--- src/rtl/dcache_req_arbiter.sv ---
// Round-robin arbiter sharing the HPDC core request port among NUM_REQ requesters.
// Tracks pending tags and their owners to block tag reuse and route responses.
module dcache_req_arbiter #(
  parameter int unsigned NUM_REQ         = 2,
  parameter int unsigned TID_W           = 7,
  parameter int unsigned ADDR_W          = 49,
  parameter int unsigned DATA_W          = 64,
  parameter int unsigned MAX_OUTSTANDING = 8
) (
  input  logic                                   clk_i,
  input  logic                                   rst_i,
  input  logic [NUM_REQ-1:0]                     req_valid_i,
  output logic [NUM_REQ-1:0]                     req_ready_o,
  input  logic [NUM_REQ*TID_W-1:0]               req_tid_i,
  input  logic [NUM_REQ*5-1:0]                   req_op_i,
  input  logic [NUM_REQ*ADDR_W-1:0]              req_addr_i,
  input  logic [NUM_REQ*DATA_W-1:0]              req_wdata_i,
  input  logic [NUM_REQ*8-1:0]                   req_be_i,
  input  logic [NUM_REQ*2-1:0]                   req_size_i,
  output logic                                   core_req_valid_o,
  input  logic                                   dcache_ready_i,
  output logic [TID_W-1:0]                       dc_tid_o,
  output logic [4:0]                             dc_op_o,
  output logic [ADDR_W-1:0]                      dc_addr_o,
  output logic [DATA_W-1:0]                      dc_wdata_o,
  output logic [7:0]                             dc_be_o,
  output logic [1:0]                             dc_size_o,
  input  logic                                   dcache_valid_i,
  input  logic [TID_W-1:0]                       rsp_tid_i,
  input  logic [DATA_W-1:0]                      rsp_rdata_i,
  output logic [NUM_REQ-1:0]                     resp_valid_o,
  output logic [TID_W-1:0]                       resp_tid_o,
  output logic [DATA_W-1:0]                      resp_data_o,
  output logic [$clog2(MAX_OUTSTANDING+1)-1:0]   outstanding_o,
  output logic                                   rsp_err_o
);

  localparam int unsigned OW   = $clog2(MAX_OUTSTANDING + 1);
  localparam int unsigned IW   = (NUM_REQ > 1) ? $clog2(NUM_REQ) : 1;
  localparam int unsigned NTAG = 2 ** TID_W;

  typedef enum logic {ARB, LOCKED} state_e;

  state_e            state_q, state_d;
  logic [IW-1:0]     rr_q, rr_d;
  logic [IW-1:0]     lock_q, lock_d;
  logic [NTAG-1:0]   pending_q, pending_d;
  logic [OW-1:0]     cnt_q, cnt_d;
  logic [IW-1:0]     owner_q [NTAG];

  logic [NUM_REQ-1:0] elig;
  logic               full;
  logic               any_gnt;
  logic [IW-1:0]      gnt;
  logic               xfer;
  logic               rsp_hit;

  always_comb begin
    full = (cnt_q == OW'(MAX_OUTSTANDING));
    elig = '0;
    for (int unsigned i = 0; i < NUM_REQ; i++) begin
      elig[i] = req_valid_i[i] && !pending_q[req_tid_i[i*TID_W +: TID_W]] && !full;
    end
  end

  // LOCKED considers only the stalled requester; ARB scans from rr_q with wrap.
  always_comb begin
    int unsigned idx;
    int unsigned nxt;
    idx     = 0;
    nxt     = 0;
    any_gnt = 1'b0;
    gnt     = '0;
    if (state_q == LOCKED) begin
      if (elig[lock_q]) begin
        any_gnt = 1'b1;
        gnt     = lock_q;
      end
    end else begin
      for (int unsigned k = 0; k < NUM_REQ; k++) begin
        idx = 32'(rr_q) + k;
        if (idx >= NUM_REQ) idx = idx - NUM_REQ;
        if (!any_gnt && elig[IW'(idx)]) begin
          any_gnt = 1'b1;
          gnt     = IW'(idx);
        end
      end
    end

    xfer    = any_gnt && dcache_ready_i;
    state_d = ARB;
    lock_d  = lock_q;
    rr_d    = rr_q;
    nxt     = 32'(gnt) + 1;
    if (nxt >= NUM_REQ) nxt = 0;
    if (xfer) begin
      rr_d = IW'(nxt);
    end else if (any_gnt) begin
      state_d = LOCKED;
      lock_d  = gnt;
    end
  end

  always_comb begin
    core_req_valid_o = any_gnt;
    req_ready_o      = '0;
    dc_tid_o         = req_tid_i[TID_W-1:0];
    dc_op_o          = req_op_i[4:0];
    dc_addr_o        = req_addr_i[ADDR_W-1:0];
    dc_wdata_o       = req_wdata_i[DATA_W-1:0];
    dc_be_o          = req_be_i[7:0];
    dc_size_o        = req_size_i[1:0];
    for (int unsigned i = 0; i < NUM_REQ; i++) begin
      req_ready_o[i] = xfer && (gnt == IW'(i));
      if (gnt == IW'(i)) begin
        dc_tid_o   = req_tid_i[i*TID_W +: TID_W];
        dc_op_o    = req_op_i[i*5 +: 5];
        dc_addr_o  = req_addr_i[i*ADDR_W +: ADDR_W];
        dc_wdata_o = req_wdata_i[i*DATA_W +: DATA_W];
        dc_be_o    = req_be_i[i*8 +: 8];
        dc_size_o  = req_size_i[i*2 +: 2];
      end
    end
  end

  always_comb begin
    rsp_hit      = dcache_valid_i && pending_q[rsp_tid_i];
    rsp_err_o    = dcache_valid_i && !pending_q[rsp_tid_i];
    resp_tid_o   = rsp_tid_i;
    resp_data_o  = rsp_rdata_i;
    resp_valid_o = '0;
    for (int unsigned i = 0; i < NUM_REQ; i++) begin
      resp_valid_o[i] = rsp_hit && (owner_q[rsp_tid_i] == IW'(i));
    end
  end

  // Issue and retire tags can never coincide, so both updates apply independently.
  always_comb begin
    pending_d = pending_q;
    if (xfer)    pending_d[dc_tid_o]  = 1'b1;
    if (rsp_hit) pending_d[rsp_tid_i] = 1'b0;
    cnt_d = cnt_q + OW'(xfer) - OW'(rsp_hit);
  end

  assign outstanding_o = cnt_q;

  always_ff @(posedge clk_i) begin
    if (rst_i) begin
      state_q   <= ARB;
      rr_q      <= '0;
      lock_q    <= '0;
      pending_q <= '0;
      cnt_q     <= '0;
    end else begin
      state_q   <= state_d;
      rr_q      <= rr_d;
      lock_q    <= lock_d;
      pending_q <= pending_d;
      cnt_q     <= cnt_d;
    end
  end

  always_ff @(posedge clk_i) begin
    if (rst_i) begin
      for (int unsigned t = 0; t < NTAG; t++) owner_q[t] <= '0;
    end else if (xfer) begin
      owner_q[dc_tid_o] <= gnt;
    end
  end

endmodule

--- config.mk ---
export PLATFORM = sky130hd
export DESIGN_NAME = dcache_req_arbiter
export DESIGN_NICKNAME = d
export VERILOG_FILES = /design/src/rtl/dcache_req_arbiter.sv
export SDC_FILE = /design/constraint.sdc
export NUM_CORES = 1
export LEC_CHECK = 0
export CAP_MARGIN = 20
export CELL_PAD_IN_SITES_DETAIL_PLACEMENT = 1
export CELL_PAD_IN_SITES_GLOBAL_PLACEMENT = 1
export CORE_MARGIN = 2
export CORE_UTILIZATION = 30
export CTS_BUF_LIST = sky130_fd_sc_hd__clkbuf_8
export DETAILED_ROUTE_END_ITERATION = 8
export PLACE_DENSITY = 0.79
export REMOVE_ABC_BUFFERS = 1
export SLEW_MARGIN = 20
export SYNTH_ARGS = -nofsm -noshare
export SYNTH_HDL_FRONTEND = slang
export SYNTH_SLANG_ARGS = --single-unit
--- constraint.sdc ---
create_clock -name clk_i -period 6.2 [get_ports clk_i]
set_input_delay 1.24 -clock clk_i [delete_from_list [all_inputs] [get_ports clk_i]]
set_output_delay 1.24 -clock clk_i [all_outputs]
set_load 0.01 [all_outputs]
======== Word-level counts from Yosys, hierarchy flattened ========
Memory sizes are Yosys's and may differ from the RTL's.
Cells that the tools add are included.
operators by class
  add/subtract/negate cells ............... 6
  multipliers ............................. 0
  divide/modulo/power cells ............... 0
  $lt $le $gt $ge ......................... 12
  equal/unequal tests ..................... 1
  shifts and indexed selects .............. 0
  mux-type cells .......................... 47
  bitwise logic cells ..................... 6
  reductions and logical operators ........ 22
operator list
  operator             number
  $mux 128             2
  $and 128x128->128    1
  $not 128->128        1
  $or 128x128->128     1
  $mux 64              1
  $mux 49              1
  $mux 1               33
  $lt 7x8->1 const B   4
  $bmux 1 s7           3
  $demux 1 s7          2
  $ge 7x1->1 const B   2
  $logic_and 1x1->1    14
  $mux 7               2
  $mux 8               1
  $lt 1x2->1 const B   3
  $logic_not 1->1      5
  $mux 5               1
  $add 1x1->2 const B  2
  $add 4x1->4          1
  $eq 4x4->1 const B   1
  $ge 2x2->1 const B   2
  $sub 4x1->4          1
  $not 1->1            3
  $ge 1x2->1 const B   1
  5 further kinds      6
word-level totals
  flip-flop bits (word level) ............. 135
  latch bits .............................. 0
  bits in writable memories ............... 128
  bits in read-only memories .............. 0
  input port bits ......................... 347
  output and inout bits ................... 216
  logic and storage cells ................. 100
  memories kept ........................... 1
memory list
  name     depth  bits a word  rd ports  clocked after memory_dff  wr ports  RTL line  RTL
  owner_q  128    1            1         0                         128       49        logic [IW-1:0] owner_q [NTAG];

======== Depth between registers and ports, before layout ========
Gate-level depths: netlist of the first run.
  depth after elaboration ................. 22
  mapped depth ............................ 20

======== Least setup slack after synthesis of the first run ========
No wires, ideal clock.
  path type ............................... input to output
  start ................................... input port rsp_tid_i[1]
  end ..................................... output port resp_valid_o[0]
  arrival ................................. 3876 ps
  data required time ...................... 4960 ps
  setup slack ............................. 1084 ps
  stages on the path ...................... 10
  cells stage by stage .................... clkbuf_1 buf_2 buf_1 mux2_2 a221oi_1 o221ai_1 a311oi_1 a211oi_1 a2111oi_0 nor2b_1
on the way
  longest elaborated chain between the ends .. 4
  elaborated cells between the ends (all ways) .. 6
RTL lines
  what                          RTL line  RTL
  start: declaration            29        input logic [TID_W-1:0] rsp_tid_i,
  $bmux 1 s7                    127       rsp_hit = dcache_valid_i && pending_q[rsp_tid_i];
  $mux 1 (implied by the code)  127
  $logic_and 1x1->1             127
  $logic_and 1x1->1 (*)         133       resp_valid_o[i] = rsp_hit && (owner_q[rsp_tid_i] == IW'(i));
  end: declaration              31        output logic [NUM_REQ-1:0] resp_valid_o,
Mark *: on every way between the ends. The rest lies on a longest branch, timed or not. The select of a mux whose other input is x is not followed.

======== Final worst setup path of the first run ========
  start ................................... input port req_tid_i[7]
  end ..................................... output port dc_tid_o[6]
on the way
  longest elaborated chain between the ends .. 14
  elaborated cells between the ends (all ways) .. 20
RTL lines
  what                                        RTL line  RTL
  start: declaration                          14        input logic [NUM_REQ*TID_W-1:0] req_tid_i,
  $bmux 1 s7 (*)                              62        elig[i] = req_valid_i[i] && !pending_q[req_tid_i[i*TID_W +: TID_W]] && !full;
  $mux 1 (implied by the code) (*)            62
  $logic_not 1->1 (*)                         62
  $logic_and 1x1->1 (*) (2 in series)         62
  $mux 1 (implied by the code) (2 in series)  83        if (!any_gnt && elig[IW'(idx)]) begin
  $mux 1                                      83
  $mux 1                                      74        if (state_q == LOCKED) begin
  $logic_not 1->1                             83
  $logic_and 1x1->1                           83
  $mux 1                                      83
  $mux 1 (*)                                  74
  $mux 7 (*)                                  115       if (gnt == IW'(i)) begin
  end: declaration                            22        output logic [TID_W-1:0] dc_tid_o,
Marked as above.

==> reports/summary.md, run 1 <==
The count of state elements after synthesis was 263. The clock passes through at most 3 buffers. Overall power consumption: 0.00597 W. After detailed routing, the number of vias per cell comes to 6.00. Slew of the pin with the lowest slew margin: 1.03 ns. The tools report the number of global-route vias before repair as 24200. CTS built an H-tree with a depth of 2. The library cell used as clock root buffer is sky130_fd_sc_hd__clkbuf_8. The min-delay analysis places its worst path in the category register to register.

The first global-routing pass estimated 175000 um of wire. Launching point of the worst reg2reg path: pending_q[51]. The average wire length per cell after detail routing is 30.8 um, and the number of enable flip-flop cells after synthesis is 128. The first detailed-routing pass took 6 iterations.

The sequential fraction of the synthesis area came out at 30.5%. In this run the worst path has a maximum fanout of 26. The tools report the post-layout utilization of the core as 39.5%. Dividing total power by cell area gives a power density of 213 nW/um2. The initial standard-cell utilization of the core was 30.1%.

Sum of routed wire length over all layers: 125000 um. The logs give 0 for the residual DRC count and 31.3% for the headroom to the max-slew limit. The worst setup path is launched from an input port.

Of the post-synthesis cell area, the dominant cell type holds 17.9%. The run finished with clean final reports. The source-to-sink clock delay at the later pin of the worst-skew pair came out at 0.69 ns. During placement, the flow inserted port buffers numbering 434. Of all cell types, the one taking the most synthesized area is sky130_fd_sc_hd__edfxtp_1.

Across the run, the number of max-cap violations was 0. Setup total negative slack on the finished layout was measured at 0 ns. The die height works out to 271 um.

The final setup violation count came out at 0. The fraction of registers with async set or reset after synthesis is 0%. Grouping stages by cell kind, the critical path spends the most delay in buffers and inverters. The number of different library cells used by synthesis comes to 68. The critical path is of the input port to primary output type. The number of antenna violations at the first check in global routing is 13, and the area of the die is 73600 um2.

After technology mapping, the gate count stands at 2684. Buffers inserted to repair hold after CTS numbered 0. TritonCTS built the clock tree. The area growth from synthesis to layout is 30.9%.

Entering global routing, the biggest net connects 132 pins. Among all flip-flop cells after synthesis, the most frequent one is sky130_fd_sc_hd__dfxtp_1. Counting both buffers and inverters, the worst setup path holds a total of 6.

The horizontal extent of the die is 271 um. For this block, the initial DRC count from the detailed router was 2897. The fraction of final layout cells with drive strength greater than 1 was 15.8%.

Buffers inserted during clock tree synthesis total 50. Number of sinks handled by clock tree synthesis: 263. The number of gates resized after CTS was 0. The kind of end point of the critical path is a primary output. Leaving out fill and tap cells, the most frequent cell in the layout is sky130_fd_sc_hd__nand2_1. The time the final worst path needs with I/O delays and setup was 6.15 ns.

The Yosys step of the flow raised 0 warnings. The run gives 0.0475 ns as the minimum setup slack in the final design. The worst path uses 99.2% of the clock period. 563 I/O pins were placed. In this run the standard cell core region covers 71100 um2. At the worst endpoint, the arrival time is 4.91 ns.

The cell area that synthesis handed to floorplanning was 21400 um2. Setup repair after global routing left no endpoint under its margin. The worst min-delay path startpoint is pending_q[55]. Clock-pin slew was measured on the worst setup and hold paths at 0.06 ns.

Number of slew-limit violations in the final report: 0. Data on the critical path is required at its endpoint by 4.96 ns. The maximum resistive drop on vdd was 0.000167 V; the vias after detailed routing was 24300. The tightest hold path in the finished design has a slack of 0.507 ns. Routability-driven placement finished with a final weighted congestion of 1.06.

The buffers inserted during post-CTS setup optimization was 0; the total number of nets in the final design was 3404. After synthesis, the cell types taking the most area are sky130_fd_sc_hd__edfxtp_1 18%, sky130_fd_sc_hd__dfxtp_1 13%, sky130_fd_sc_hd__mux4_2 8.9%, sky130_fd_sc_hd__nand2_1 8.3%, sky130_fd_sc_hd__mux2i_1 7.8%. The tools report the overflow left after global routing as 0. Leaving out fill and tap cells, the most frequent cells in the layout are 471 x sky130_fd_sc_hd__nand2_1, 425 x sky130_fd_sc_hd__clkdlybuf4s50_1, 355 x sky130_fd_sc_hd__nor2_1. The leakage component of the power is 10.3 nW. The final number of hold-violating endpoints was 0.

The logs give 0.0394 ns for the final setup skew and 8491 for the fill cell total of the finished layout. The detail route stage leaves a number of antenna-violating nets equal to 0. The peak clock frequency supported by timing came out at 163 MHz.

Averaged over all synthesized cells, the footprint is 7.99 um2. The signal on the critical path passes through buf_2 -> buf_12 -> mux4_2 -> mux2i_1 -> a221oi_1 -> a221oi_2 -> a31oi_1 -> buf_4 -> a21oi_4 -> buf_12 -> buf_4 -> nand2_1 -> nand2_1 -> clkdlybuf4s50_1. Cell with the biggest individual delay on the critical path: sky130_fd_sc_hd__clkdlybuf4s50_1.

Summed over all nets, the half-perimeter wirelength after detailed placement is 89600 um. The run gives 98 as the number of rows in the core area. Pre-CTS worst setup slack: 0.169 ns. For the total routing resource utilization after global routing, the log shows 32.5%. The critical path starts at req_tid_i[7].

For this run, the slowest stage of the critical path takes 0.68 ns.
metal layers:
| layer | global-route usage [%] | part of all wire (%) |
|---|---|---|
| met1 | 38.5 | 36 |
| met2 | 52.4 | 46 |
| met3 | 9.74 | 12 |
| met4 | 18.0 | 6.1 |
| met5 | 2.44 | 0.16 |
metrics by stage:
step,instance area [um2],std cells
2_1_floorplan,19600,2348
3_3_place_gp,27100,3949
3_5_place_dp,27100,3949
4_1_cts,28000,4043
5_1_grt,28100,4053
6_report,28100,4054
registers in the layout, summed over array words and instances (netlist names):
| register | cells |
|---|---|
| rr_q | 1 |
| outstanding_o | 4 |
| state_q | 1 |
| lock_q | 1 |
| pending_q | 128 |
| owner_q | 128 |
synth_stat cells, drive strengths merged (4+ instances only):
cell type and count:
o211ai 7, ha 5, and2 5, nand2b 6, nand3 26, a211oi 131
mux2i 168, o22ai 5, o221ai 6, nor2b 25, nand2 474, mux2 27
nand4 4, a22oi 22, dfxtp 135, and3 4, clkbuf 168, o21ai 144
or4 8, buf 168, inv 144, mux4 85, nor2 425, o31ai 129
a221oi 38, edfxtp 128, a21oi 143
area by class of cell:
class | instances | area [um2] | share of cell area [%]
Sequential cell | 263 | 6550 | 23.3
Clock buffer | 59 | 812 | 2.89
Antenna cell | 11 | 27.5 | 0.0980
Inverter | 146 | 553 | 1.97
Clock inverter | 35 | 146 | 0.521
Tap cell | 950 | 1190 | 4.23
Multi-Input combinational cell | 1939 | 12500 | 44.6
Timing Repair Buffer | 651 | 6270 | 22.3
worst min-delay path, stage by stage, from the launching register on:
cell and delay, ns:
sky130_fd_sc_hd__dfxtp_1 0.34, sky130_fd_sc_hd__inv_1 0.06, sky130_fd_sc_hd__a211oi_1 0.06
worst paths after layout:
check	endpoint	slack (ns)	cells past startpoint
min reg2reg	pending_q[55]	0.51	2
min	pending_q[55]	0.51	2
max reg2reg	outstanding_o[2]	2.17	16
max	dc_tid_o[6]	0.05	14
power by group:
| group | total [W] | internal [W] | switching (W) | leakage, nW |
|---|---|---|---|---|
| combinational | 0.00236 | 0.00101 | 0.00135 | 7.32 |
| sequential | 0.00188 | 0.00186 | 0.0000214 | 2.41 |
| clock | 0.00173 | 0.000862 | 0.000864 | 0.585 |
cells by family (layout without fill, tap and decap cells):
family          Yosys count  in the layout  share of synthesized area (%)
buf+inv                 482            891                           11.2
xor+xnor                  2              2                         0.0817
compound gates          658            658                           20.3
fa+ha+maj                 6              6                          0.385
simple gates            993            993                           19.3
flops                   263            263                           30.5
mux                     280            280                           18.2
other cells               0             11                              0
No activity file was read; power rests on OpenSTA's default activity.
==> run 2, diff against run 1 <==
Settings changed: ABC_AREA set to 1, PLACE_DENSITY 0.79 to 0.85.
==> reports/summary.md, run 2 <==
For the number of global-route vias before repair, the log shows 21500. Global routing consumed, over all layers together, 29.5% of the routing resources. Type of origin of the critical path: an input port.

The final period utilization works out to 97.5%. For the count of unique library cells instantiated by Yosys, the log shows 43. The run gives 4.80 ns as the worst endpoint data arrival time.

After legalization and detailed placement, the total HPWL measured 70100 um. The root buffer cell chosen for the clock tree is sky130_fd_sc_hd__clkbuf_8. The initial standard-cell utilization of the core was 30.3%; the sequential fraction of the synthesis area was 35.8%. The finished layout holds 4020 standard cells, fillers aside. The slowest stage of the critical path is the sky130_fd_sc_hd__clkdlybuf4s50_1 cell. For this design, the sink count on the clock tree is 263. The post-synthesis instance total was 2892.

The sum of routed wire length over all layers is 96600 um, and the fraction of registers with async set or reset after synthesis is 0%. For the number of slew-limit violations in the final report, the log shows 0. Before antenna repair, the detailed router went through 5 iterations. The final setup violation count is 0. The mean cell area of the mapped netlist works out to 6.32 um2. From synthesis to final layout, the design area changed by 32.2%. Ranked by total cell area, the synthesized netlist is headed by sky130_fd_sc_hd__nand2_1 24%, sky130_fd_sc_hd__edfxtp_1 21%, sky130_fd_sc_hd__dfxtp_1 15%, sky130_fd_sc_hd__nand3_1 9.5%, sky130_fd_sc_hd__nor2_1 5.9%. Total number of nets in the final design: 3551. TritonCTS built the clock tree. Largest area contributor in the netlist: sky130_fd_sc_hd__nand2_1. Placeable core region: 60200 um2.

Summed over all layers, the global routing overflow is 0. The max-capacitance violation count was 0; the vias after detailed routing was 22100. After synthesis the cells add up to 18300 um2. The CTS H-tree depth came out at 2.

Dividing total power by cell area gives a power density of 229 nW/um2. Counting both buffers and inverters, the worst setup path holds a total of 5. Setup repair after global routing left no endpoint under its margin.

The number of setup buffers added after CTS is 0. Routability-driven placement finished with a final weighted congestion of 0.989. In this run the static leakage power is 9.58 nW.

Number of port buffers: 434. The largest single stage delay on the critical path is 0.63 ns. The residual DRC count is 0, and the overall power consumption is 0.00554 W.

The global-route wire length before repair is 140000 um, and the fraction of post-synthesis cell area in the top cell type by area is 24.1%. STA puts the critical path data required time at 4.96 ns. Number of rows in the core area: 90. The worst pin sits at a relative slew slack of 32.6%. The clock slew at the register clock pins of the worst setup and hold paths was 0.06 ns. Walking the worst path, the cells encountered are clkdlybuf4s50_1 -> inv_1 -> nand3_1 -> inv_1 -> buf_4 -> nand2_1 -> o21ai_0 -> o41ai_1 -> nand2_1 -> nor2_1 -> nor2_1 -> nor2_1 -> nand2_4 -> nor2_1 -> clkdlybuf4s50_1. The worst setup path is captured at a primary output. The time the final worst path needs with I/O delays and setup came out at 6.04 ns. Most frequently used cell type in the post-synthesis netlist: sky130_fd_sc_hd__nand2_1. The final standard cell area without fillers is 24200 um2, and the average wire length per cell after detail routing is 24.0 um. The tools report the maximum number of buffers from clock root to sink as 3. Along the worst path, the maximum fanout reaches 7.

The clock reaches the later pin of the worst-skew pair after 0.67 ns. At the end of the flow the core is filled with cells to 40.1%. In this design, the largest share of critical-path delay is due to buffers and inverters. Between clock sinks in the finished design, the worst skew comes to 0.0597 ns. The number of enable flip-flop cells after synthesis works out to 128. Among the stages of the critical path, the cell type that occurs most often is sky130_fd_sc_hd__nor2_1.

After synthesis the netlist holds a flip-flop and latch count of 263. Number of antenna-violating nets in the routed design: 0. The die is 251 um wide. Leaving out fill and tap cells, the most frequent cell in the layout is sky130_fd_sc_hd__nand2_1.

For the post-detailed-placement cell area, the log shows 23200 um2. In the layout the commonest cells are 1170 x sky130_fd_sc_hd__nand2_1, 430 x sky130_fd_sc_hd__clkdlybuf4s50_1, 339 x sky130_fd_sc_hd__nand3_1. Yosys printed 0 warnings. IR analysis of the VDD net gives a maximum drop of 0.000148 V.

The worst hold slack was 0.488 ns; the slew of the pin with the lowest slew margin was 1.01 ns. Path type of the worst min-delay path: register to register. The commonest cells after synthesis are 1172 x sky130_fd_sc_hd__nand2_1, 346 x sky130_fd_sc_hd__nand3_1, 286 x sky130_fd_sc_hd__nor2_1. The die is 251 um tall. 563 I/O pins were placed. The flow ran to the end, and the final reports show no timing, DRC or antenna violations.

Vias per cell: 5.49. The critical path start-end classification is input port to primary output. In the final layout, the share of cells above drive strength 1 is 6.31%.

Area of the die: 62900 um2. The final number of hold-violating endpoints was 0; the total placed cells including tap cells was 3932. Entering global routing, the biggest net connects 111 pins. In this run, CTS created clock tree buffers numbering 46. The violation count after the first detailed-routing iteration is 2519, and the number of buffers inserted for hold repair after clock tree synthesis is 0. The number of antenna violations at the first check in global routing was 5; the peak clock frequency supported by timing was 166 MHz. The main flop type after synthesis was sky130_fd_sc_hd__dfxtp_1.
-- run 2: cell count changes in the layout (fill, tap and decap cells not counted), moves of 116 or more --
cell	change
sky130_fd_sc_hd__nand2_1	+699
sky130_fd_sc_hd__buf_4	-128
sky130_fd_sc_hd__o21ai_0	-116
sky130_fd_sc_hd__nand3_1	+313
sky130_fd_sc_hd__o31ai_1	-127
sky130_fd_sc_hd__a211oi_1	-130
sky130_fd_sc_hd__mux2i_1	-168
-- run 2: area by class of cell --
cell class	count	area, um2
fillers	7706	36100
multi-input cells	2181	9750
flip-flops and latches	263	6550
repair buffers	520	5260
well taps	782	978
inverters	186	708
clock buffers	50	688
clock inverters	35	225
diodes	3	7.51
-- run 2: repair_timing --
item	in CTS	in global routing
gates resized for setup	0	4
endpoints found under the hold margin	0	0
setup endpoints to repair	0	3
-- run 2: power by group --
| part | internal (W) | switching [W] | leakage [nW] |
|---|---|---|---|
| clock | 0.000868 | 0.000796 | 0.549 |
| combinational | 0.000816 | 0.00117 | 6.63 |
| sequential | 0.00186 | 0.0000210 | 2.41 |
| total | 0.00354 | 0.00199 | 9.58 |
-- run 2: worst min-delay path, delay by kind of cell, from the launching register on --
kind	cells	cell delay, ns
simple gates	1	0.06
compound gates	1	0.06
flops	1	0.32
-- run 2: cell families after synthesis --
kind of cell	after synthesis	synth area share [%]
AND/OR/NAND/NOR	1861	42.2
buffers and inverters	448	11.2
AO/OA/AOI/OAI	313	10.3
flip-flops	263	35.8
adder cells (fa/ha/maj)	6	0.452
XOR/XNOR	1	0.0479
-- run 2: metal layers --
metal	global-route usage [%]	vias up	wire (um)
met5	3.86	-	221
met4	13.2	12	4490
met3	7.76	224	10000
met2	47.4	1269	43800
met1	36.6	10700	38100
li1	-	9911	-
-- run 2: final timing paths --
path / from / end / slack, ns / cells past startpoint
setup / recovery: rsp_tid_i[1] / rsp_err_o / 0.16 / 15
hold / removal: rr_q / rr_q / 0.49 / 2
setup reg to reg: pending_q[16] / owner_q[116] / 2.20 / 18
hold reg to reg: rr_q / rr_q / 0.49 / 2
-- run 2: through the flow --
stage | setup slack, ns | setup TNS (ns)
2_1_floorplan | -2.08 | -309.58
3_3_place_gp | 0.136 | 0
3_5_place_dp | 0.107 | 0
4_1_cts | 0.0816 | 0
5_1_grt | 0.0291 | 0
6_report | 0.158 | 0
